File: src/rtl/irq_dispatch_pkg.sv
// Shared types and default timing constants for the interrupt dispatch controller.
package irq_dispatch_pkg;

   typedef enum logic [1:0] {
      IDLE    = 2'd0,
      REQ     = 2'd1,
      CLEAR   = 2'd2,
      HOLDOFF = 2'd3
   } dispatch_state_e;

   localparam int unsigned DEFAULT_TIMEOUT_CYCLES = 1024;
   localparam int unsigned DEFAULT_HOLDOFF_CYCLES = 2;

endpackage

File: src/rtl/irq_dispatch_ctrl_rr_find_first.sv
// Round-robin search: lowest set pending bit at or above rr_ptr, wrapping to bit 0.
module rr_find_first
   import irq_dispatch_pkg::*;
#(
   parameter int unsigned NUM_LINES = 32,
   parameter int unsigned ID_W      = $clog2(NUM_LINES)
) (
   input  logic [NUM_LINES-1:0] pending,
   input  logic [ID_W-1:0]      rr_ptr,
   output logic                 valid,
   output logic [ID_W-1:0]      id
);

   int unsigned idx;

   // Walk offsets from farthest to nearest so the nearest hit is the one kept.
   always_comb begin
      valid = 1'b0;
      id    = '0;
      idx   = 0;
      for (int unsigned off = NUM_LINES; off > 0; off--) begin
         idx = 32'(rr_ptr) + off - 1;
         if (idx >= NUM_LINES) begin
            idx = idx - NUM_LINES;
         end
         if (pending[idx[ID_W-1:0]]) begin
            valid = 1'b1;
            id    = idx[ID_W-1:0];
         end
      end
   end

endmodule

File: src/rtl/irq_dispatch_ctrl.sv
// Round-robin interrupt dispatcher: req/ack to the core, one-cycle clear to the
// event unit, with timeout and withdrawal handling so no line can stall the rest.
module irq_dispatch_ctrl
   import irq_dispatch_pkg::*;
#(
   parameter int unsigned NUM_LINES      = 32,
   parameter int unsigned ID_W           = $clog2(NUM_LINES),
   parameter int unsigned TIMEOUT_CYCLES = DEFAULT_TIMEOUT_CYCLES,
   parameter int unsigned HOLDOFF_CYCLES = DEFAULT_HOLDOFF_CYCLES
) (
   input  logic                 HCLK,
   input  logic                 HRESETn,
   input  logic [NUM_LINES-1:0] pending_i,
   output logic                 irq_req_o,
   output logic [ID_W-1:0]      irq_id_o,
   input  logic                 irq_ack_i,
   output logic [NUM_LINES-1:0] clear_o,
   output logic                 timeout_o,
   output logic                 busy_o
);

   localparam int unsigned TO_W = (TIMEOUT_CYCLES > 1) ? $clog2(TIMEOUT_CYCLES) : 1;
   localparam int unsigned HO_W = (HOLDOFF_CYCLES > 1) ? $clog2(HOLDOFF_CYCLES) : 1;
   localparam logic [TO_W-1:0] TO_LAST =
      TO_W'((TIMEOUT_CYCLES == 0) ? 0 : TIMEOUT_CYCLES - 1);
   localparam logic [HO_W-1:0] HO_LAST =
      HO_W'((HOLDOFF_CYCLES == 0) ? 0 : HOLDOFF_CYCLES - 1);

   dispatch_state_e        state_q, state_d;
   logic [ID_W-1:0]        id_q, id_d;
   logic [ID_W-1:0]        rr_ptr_q, rr_ptr_d;
   logic [TO_W-1:0]        to_cnt_q, to_cnt_d;
   logic [HO_W-1:0]        ho_cnt_q, ho_cnt_d;
   logic                   req_q, req_d;
   logic [NUM_LINES-1:0]   clear_q, clear_d;
   logic                   timeout_q, timeout_d;
   logic                   busy_q, busy_d;

   logic                   ff_valid;
   logic [ID_W-1:0]        ff_id;
   logic [ID_W-1:0]        next_ptr;
   dispatch_state_e        after_req;

   rr_find_first #(
      .NUM_LINES (NUM_LINES),
      .ID_W      (ID_W)
   ) u_rr_find_first (
      .pending (pending_i),
      .rr_ptr  (rr_ptr_q),
      .valid   (ff_valid),
      .id      (ff_id)
   );

   always_comb begin
      next_ptr  = (32'(id_q) == NUM_LINES - 1) ? '0 : id_q + 1'b1;
      after_req = (HOLDOFF_CYCLES == 0) ? IDLE : HOLDOFF;
   end

   always_comb begin
      state_d   = state_q;
      id_d      = id_q;
      rr_ptr_d  = rr_ptr_q;
      to_cnt_d  = to_cnt_q;
      ho_cnt_d  = ho_cnt_q;
      clear_d   = '0;
      timeout_d = 1'b0;

      case (state_q)
         IDLE: begin
            if (ff_valid) begin
               id_d     = ff_id;
               to_cnt_d = '0;
               state_d  = REQ;
            end
         end
         REQ: begin
            // Exit order: ack beats withdrawal, withdrawal beats timeout.
            if (irq_ack_i) begin
               rr_ptr_d      = next_ptr;
               clear_d[id_q] = 1'b1;
               state_d       = CLEAR;
            end else if (!pending_i[id_q]) begin
               rr_ptr_d = next_ptr;
               ho_cnt_d = '0;
               state_d  = after_req;
            end else if ((TIMEOUT_CYCLES != 0) && (to_cnt_q == TO_LAST)) begin
               rr_ptr_d  = next_ptr;
               timeout_d = 1'b1;
               ho_cnt_d  = '0;
               state_d   = after_req;
            end else begin
               to_cnt_d = to_cnt_q + 1'b1;
            end
         end
         CLEAR: begin
            ho_cnt_d = '0;
            state_d  = after_req;
         end
         HOLDOFF: begin
            if (ho_cnt_q == HO_LAST) begin
               state_d = IDLE;
            end else begin
               ho_cnt_d = ho_cnt_q + 1'b1;
            end
         end
         default: begin
            state_d = IDLE;
         end
      endcase

      req_d  = (state_d == REQ);
      busy_d = (state_d != IDLE);
   end

   always_ff @(posedge HCLK or negedge HRESETn) begin
      if (!HRESETn) begin
         state_q   <= IDLE;
         id_q      <= '0;
         rr_ptr_q  <= '0;
         to_cnt_q  <= '0;
         ho_cnt_q  <= '0;
         req_q     <= 1'b0;
         clear_q   <= '0;
         timeout_q <= 1'b0;
         busy_q    <= 1'b0;
      end else begin
         state_q   <= state_d;
         id_q      <= id_d;
         rr_ptr_q  <= rr_ptr_d;
         to_cnt_q  <= to_cnt_d;
         ho_cnt_q  <= ho_cnt_d;
         req_q     <= req_d;
         clear_q   <= clear_d;
         timeout_q <= timeout_d;
         busy_q    <= busy_d;
      end
   end

   assign irq_req_o = req_q;
   assign irq_id_o  = id_q;
   assign clear_o   = clear_q;
   assign timeout_o = timeout_q;
   assign busy_o    = busy_q;

endmodule

File: config.mk
export PLATFORM = sky130hd
export DESIGN_NAME = irq_dispatch_ctrl
export DESIGN_NICKNAME = d
export VERILOG_FILES = /design/src/rtl/irq_dispatch_pkg.sv /design/src/rtl/irq_dispatch_ctrl_rr_find_first.sv /design/src/rtl/irq_dispatch_ctrl.sv
export SDC_FILE = /design/constraint.sdc
export NUM_CORES = 1
export LEC_CHECK = 0
export CAP_MARGIN = 25
export CORE_MARGIN = 5
export CORE_UTILIZATION = 60
export DETAILED_ROUTE_END_ITERATION = 7
export HOLD_SLACK_MARGIN = 0.08
export PLACE_DENSITY = 0.82
export SLEW_MARGIN = 5
export SYNTH_ARGS = -nofsm -noshare
export SYNTH_HDL_FRONTEND = slang
export SYNTH_HIERARCHICAL = 1
export SYNTH_SLANG_ARGS = --single-unit
File: constraint.sdc
create_clock -name HCLK -period 5.4 [get_ports HCLK]
set_clock_uncertainty 0.2 [all_clocks]
set_input_delay 1.08 -clock HCLK [delete_from_list [all_inputs] [get_ports HCLK]]
set_output_delay 1.08 -clock HCLK [all_outputs]
set_load 0.03 [all_outputs]
==> results of run 1 <==
[worst min-delay path by stage]
stage,to,slack [ns],cells past startpoint
2_1_floorplan,to_cnt_q[4]$_DFFE_PN0P_,0.26,1
3_3_place_gp,to_cnt_q[4]$_DFFE_PN0P_,0.30,1
3_5_place_dp,to_cnt_q[4]$_DFFE_PN0P_,0.31,1
4_1_cts,to_cnt_q[4]$_DFFE_PN0P_,0.32,1
5_1_grt,to_cnt_q[4]$_DFFE_PN0P_,0.35,1
6_report,to_cnt_q[4]$_DFFE_PN0P_,0.32,1
[metrics by stage]
step | setup WS [ns] | hold WS (ns) | cell area, um2 | util (%)
final | 0.462 | 0.316 | 9900 | 68.9
after global routing | 0.162 | 0.352 | 9900 | 68.9
after CTS | 0.545 | 0.316 | 9890 | 68.8
after detailed placement | 0.248 | 0.310 | 9590 | 66.7
after global placement | 0.298 | 0.303 | 9560 | 66.5
after floorplan | 0.865 | 0.264 | 8680 | -
[layer usage]
metal | vias up | part of all wire (%) | routed length (um)
li1 | 3777 | - | -
met1 | 4152 | 37 | 11500
met2 | 697 | 44 | 13700
met3 | 137 | 13 | 4060
met4 | 0 | 5.1 | 1580
met5 | - | 0 | 0
[logic make-up (layout without fill, tap and decap cells)]
| family | after synthesis | in the layout | share of synthesized area [%] |
|---|---|---|---|
| simple gates | 328 | 328 | 18.0 |
| mux | 184 | 184 | 34.4 |
| flops | 58 | 58 | 16.7 |
| xor+xnor | 31 | 31 | 3.13 |
| buf+inv | 90 | 160 | 5.67 |
| fa+ha+maj | 19 | 19 | 2.74 |
| compound gates | 231 | 231 | 19.3 |
[final cells by class]
class / count / area [um2] / area share (%)
Sequential cell: 58 / 1460 / 14.7
Clock buffer: 13 / 270 / 2.73
Tap cell: 184 / 230 / 2.33
Clock inverter: 2 / 35.0 / 0.354
Multi-Input combinational cell: 793 / 6740 / 68.1
Inverter: 29 / 109 / 1.10
Timing Repair Buffer: 116 / 1060 / 10.7
[flip-flops by register name, summed over array words and instances (netlist names)]
name,count
clear_o,32
ho_cnt_q,1
state_q,2
to_cnt_q,10
timeout_o,1
irq_req_o,1
rr_ptr_q,5
irq_id_o,5
busy_o,1
[Yosys cell counts, drive strengths merged (6+ instances only)]
cell | count | area (um2)
a2111oi | 6 | 96.3
a211oi | 17 | 145
a21oi | 41 | 220
a22oi | 8 | 60.1
a31oi | 8 | 65.1
and2 | 10 | 65.1
and3 | 8 | 56.3
buf | 38 | 275
clkbuf | 23 | 108
dfrtp | 58 | 1450
ha | 19 | 238
inv | 28 | 105
mux2 | 23 | 285
mux2i | 83 | 885
mux4 | 78 | 1820
nand2 | 98 | 368
nand2b | 15 | 93.8
nand3 | 33 | 165
nand4 | 6 | 37.5
nor2 | 98 | 370
nor2b | 6 | 37.5
nor3 | 15 | 75.1
o2111ai | 8 | 70.1
o211ai | 6 | 45.0
o21a | 9 | 67.6
o21ai | 47 | 239
o22ai | 14 | 87.6
o31ai | 11 | 82.6
or2 | 8 | 50.1
or3 | 11 | 73.8
or4 | 6 | 45.0
xnor2 | 26 | 228
[layout by cell type, fill, tap and decap left out, types with 4 or more instances in the layout]
cell,synthesis,final
o22ai_1,14,14
nand2b_1,15,15
ha_1,19,19
o21ai_0,44,44
a211oi_1,15,15
clkdlybuf4s50_1,0,73
mux2i_4,4,4
buf_4,5,40
a22oi_1,8,8
mux2i_1,78,78
nor3_1,15,15
and2_1,9,9
or4_1,6,6
mux4_1,16,16
mux2_2,16,16
or2_2,6,6
clkbuf_16,0,9
or3_1,10,10
a21oi_1,39,39
inv_1,25,25
nand4_1,6,6
o2111ai_1,8,8
a211o_1,5,5
nand2_1,98,98
dfrtp_1,58,56
xor2_1,5,5
o31ai_1,11,11
a21boi_0,5,5
mux4_2,61,61
nand3_1,33,33
nor2b_1,6,6
xnor2_1,26,26
mux2_4,7,7
a31oi_1,7,7
and3_1,6,6
nor3b_1,4,4
o211ai_1,6,6
o21a_1,9,9
o221ai_1,4,4
nor2_1,97,97
==> reports/metrics.cfg, run 1 <==
[clocking]
cts_resized = 0
clk_pin_slew_ns = 0.05
cts_num_sinks = 58
clkLatencyLatePin_ns = 0.32
numCtsBuffers = 9
ctsHtreeMaxLevel = 3
cts_hold_buf = 0
postCtsSetupRepairBufs = 0
cts_tree = built
cts_max_path_buffers = 2
cts-root-buf = clkbuf_16

[finish]
layout-drive-gt1-share_pct = 17.8
fillerInstances = 1101
final_cell_count_no_fill = 1195
diodes = 0
area_growth_pct = 14.0
nNetsFinal = 1061

[placed_design]
hpwlAfterDp_mm = 23.2
routabilityCongestion = 1.10
portBuffers = 74
placedCellCount = 1179

[yosys]
syn-num-nets = 995
synth_edf_count = 0
postSynthCellCount = 941
synthArstFlopShare_pct = 100
ys_seq_area_share_pct = 16.7
synth_ff_type = dfrtp_1
ys_seq_elements = 58
synth.avg_cell_area_um2 = 9.22
yosys_warnings = 6
synth_cell_types = 94
syn-cell-area_um2 = 8680

[die]
die_w_um = 130
num_rows = 44
start_util_pct = 60.4
coreArea_um2 = 14400
fp.dieH_um = 130
pin_count = 75
die_area_um2 = 17000

[timing]
timing.setup.tns_ns = 0
max-slew-margin-rel_pct = 35.2
worst_pin_slew_ns = 0.971
layout_min_cycle_time_ns = 4.94
hold_viol = 0
slew_violations = 0
max_freq_mhz = 203
fin_crit_sh_pct = 91.4
rsz0062_at_grt = false
finalSetupViolCount = 0

[global_route]
grt_max_degree = 77
met2_usage_pct = 56.5
grtUsageMet1_pct = 49.3
grt_busiest_layer = met2
antenna_found_initial = 0
grt_util_met3_pct = 9.99
first_global_vias = 8310
grt_pass1_wl_mm = 48.3
grt-ovfl-total = 0
grt_usage_pct = 36.9

[worst_setup_path]
cp.arrival_ns = 4.93
reg2reg_depth = 14
required_ns = 5.39
cp_num_buf_inv = 2
slowest_delay_ns = 0.58
crit_fanout = 15
endpoint = irq_id_o[1]$_DFFE_PN0P_
critPathLaunch = rr_ptr_q[2]$_DFFE_PN0P_
cp_cell_sequence = inv_1, ha_1, a21boi_0, xnor2_1, buf_4, mux2i_1, o22ai_1, a211oi_4, nand2_1, nor3_1, nand3_1, and2_1, nand2_1, o21ai_0
path_delay_family = compound AO/OA/AOI/OAI gates
crit_type = reg2reg
cp_common_cell = nand2_1
reg2reg_slack_ns = 0.46
cp_slowest_cell = a21boi_0
end_kind = flop
worst-path-stages = 14
cp-start-kind = flop
r2r_end = irq_id_o[1]$_DFFE_PN0P_
r2r_start = rr_ptr_q[2]$_DFFE_PN0P_

[drt]
ant_nets = 0
routedWlPerCell_um = 25.8
drc = 0
first_pass_iters = 8
drt_iter0_markers = 1274
viasPerCell = 7.33
dr_total_vias = 8763
routed_wl_mm = 30.9

[worst_hold_path]
hold_path.startpoint = to_cnt_q[4]$_DFFE_PN0P_
hold_path_class = reg2reg

[run]
cap_violations = 0

[run_status]
status = complete, no violations

Power of run 1 is not shown: default switching activity piles up to over one toggle a cycle in this logic, so the estimate is an artifact.
==> run 2, diff against run 1 <==
--- a/config.mk
+++ b/config.mk
@@ -6,11 +6,13 @@
 export NUM_CORES = 1
 export LEC_CHECK = 0
 export CAP_MARGIN = 25
+export CORE_ASPECT_RATIO = 1.75
 export CORE_MARGIN = 5
-export CORE_UTILIZATION = 60
+export CORE_UTILIZATION = 40
+export CTS_BUF_LIST = sky130_fd_sc_hd__clkbuf_2 sky130_fd_sc_hd__clkbuf_4 sky130_fd_sc_hd__clkbuf_8
 export DETAILED_ROUTE_END_ITERATION = 7
 export HOLD_SLACK_MARGIN = 0.08
-export PLACE_DENSITY = 0.82
+export PLACE_DENSITY = 0.59
 export SLEW_MARGIN = 5
 export SYNTH_ARGS = -nofsm -noshare
 export SYNTH_HDL_FRONTEND = slang
==> run 2 against run 1 <==
Die area rose by 46%. Sequential cell count unchanged. Register-to-register slack worse by 0.09 ns. Fmax fell by 6.1%. Wire length increased by 18%. Via count is 2.0% lower. Worst setup slack worse by 0.32 ns. Hold slack got worse by 0.0053 ns. Clock-buffer cell count decreased by 4.
==> reports/metrics.cfg, run 2 (synthesis gave the netlist of run 1 again) <==
[finish]
final_cell_mix = 98 x nand2_1, 97 x nor2_1, 78 x mux2i_1
final_util_pct = 47.1  ; -22 points
register_area_um2 = 1460  ; unchanged
largest_reg_flops = 32  ; unchanged
layout-drive-gt1-share_pct = 19.1  ; +1.3 points
nNetsFinal = 1074  ; +1.2%
final_common_cell = nand2_1
multi_input_area_um2 = 6740  ; +0.11%
fillerInstances = 2105  ; +91%
area_growth_pct = 16.1
final_cell_count_no_fill = 1317  ; +10%
diodes = 0  ; unchanged

[die]
num_rows = 71  ; +61%
start_util_pct = 40.5  ; -20 points
fp.dieH_um = 205  ; +57%
coreArea_um2 = 21400  ; +49%
die_area_um2 = 24900  ; +46%
die_w_um = 121  ; -6.9%
pin_count = 75  ; unchanged

[timing]
slew_violations = 0  ; unchanged
layout_min_cycle_time_ns = 5.26  ; +0.323 ns
rsz0062_at_grt = false
hold_viol = 0  ; unchanged
max_freq_mhz = 190  ; -6.1%
worst_pin_slew_ns = 0.947  ; -0.0234 ns
finalSetupViolCount = 0  ; unchanged
max-slew-margin-rel_pct = 36.7  ; +1.6 points
fin_crit_sh_pct = 97.4  ; +6.0 points

[drt]
drc = 0  ; unchanged
routed_wl_mm = 36.4  ; +18%
ant_nets = 0  ; unchanged
first_pass_iters = 5  ; -3
drt_iter0_markers = 801  ; -37%
routedWlPerCell_um = 27.7  ; +7.1%
viasPerCell = 6.52  ; -11%
dr_total_vias = 8588  ; -2.0%

[clocking]
cts_hold_buf = 0  ; unchanged
numCtsBuffers = 9  ; unchanged
postCtsSetupRepairBufs = 0  ; unchanged
cts-root-buf = clkbuf_8
cts_num_sinks = 58  ; unchanged
cts_resized = 0  ; unchanged
cts_max_path_buffers = 2  ; unchanged
clkLatencyLatePin_ns = 0.34  ; +0.02 ns
cts_tree = built
ctsHtreeMaxLevel = 3  ; unchanged
clk_pin_slew_ns = 0.07  ; +0.02 ns

[placed_design]
portBuffers = 74  ; unchanged
placedCellCount = 1300  ; +10%
routabilityCongestion = 1.05  ; -4.6%
hpwlAfterDp_mm = 29.0  ; +25%

[global_route]
grt-ovfl-total = 0  ; unchanged
grt_pass1_wl_mm = 55.0  ; +14%
grt_max_degree = 78  ; +1.3%
grt_usage_pct = 29.5  ; -7.4 points
antenna_found_initial = 0  ; unchanged
first_global_vias = 8882  ; +6.9%

[worst_setup_path]
cp_cell_sequence = clkdlybuf4s50_1, mux4_1, mux4_1, mux2i_1, buf_4, nand2_1, nor2_1, nand2_1, nor3_1, nand3_1, and2_1, buf_4, a21oi_1
critPathLaunch = pending_i[4]
slowest_delay_ns = 0.72  ; +0.14 ns
reg2reg_slack_ns = 0.37  ; -0.09 ns
cp.arrival_ns = 5.33  ; +0.40 ns
cp-start-kind = input port
crit_fanout = 11  ; -4
r2r_end = to_cnt_q[9]$_DFFE_PN0P_
end_kind = flop
reg2reg_depth = 15  ; +1
cp_slowest_cell = mux4_1
crit_type = in2reg
r2r_start = rr_ptr_q[1]$_DFFE_PN0P_
endpoint = to_cnt_q[9]$_DFFE_PN0P_
required_ns = 5.46  ; +0.07 ns

[worst_hold_path]
hold_path_class = reg2reg

[run_status]
status = complete, no violations

[run]
cap_violations = 0  ; unchanged

run 2: changes by cell type in the layout (fill, tap and decap cells not counted), sizes merged:
cell,previous run,this run
clkbuf,13,9
bufinv,1,2
clkinvlp,0,2
buf,43,56
inv,28,30
run 2: layout make-up:
cell class                 instances  area share [%]
clock buffer                       9            1.23
clock inverter                     7            1.01
inverter                          29            1.08
multi-input combinational        793            66.9
sequential                        58            14.5
tap                              292            3.63
timing repair buffer             129            11.7
run 2: metrics by stage:
stage	setup slack (ns)	instance area [um2]	hold slack, ns	setup TNS (ns)
after floorplan	0.865	8680	0.264	0
after global placement	-0.0208	9840	0.287	-0.113
after detailed placement	-0.106	9840	0.303	-0.563
after CTS	0.244	10100	0.313	0
after global routing	0.0494	10100	0.354	0
final	0.139	10100	0.311	0
run 2: worst min path at each step:
stage                            startpoint                 endpoint  depth (start not counted)
floorplan           to_cnt_q[4]$_DFFE_PN0P_  to_cnt_q[4]$_DFFE_PN0P_                          1
global placement    to_cnt_q[4]$_DFFE_PN0P_  to_cnt_q[4]$_DFFE_PN0P_                          1
detailed placement  to_cnt_q[4]$_DFFE_PN0P_  to_cnt_q[4]$_DFFE_PN0P_                          1
CTS                 to_cnt_q[4]$_DFFE_PN0P_  to_cnt_q[4]$_DFFE_PN0P_                          1
global route        to_cnt_q[4]$_DFFE_PN0P_  to_cnt_q[4]$_DFFE_PN0P_                          1
finish              to_cnt_q[4]$_DFFE_PN0P_  to_cnt_q[4]$_DFFE_PN0P_                          1
run 2: worst max-delay path, delay by kind of cell:
family / cells / cell delay [ns]
AO/OA/AOI/OAI: 1 / 0.12
buffers and inverters: 3 / 1.03
multiplexers: 3 / 1.75
AND/OR/NAND/NOR: 6 / 1.35
run 2: per-layer routing:
metal	wire length, um	GRT usage (%)
met1	12200	30.6
met2	18300	51.3
met3	2350	4.92
met4	3520	24.1
met5	0	0
Power of run 2 is left out for the same reason.
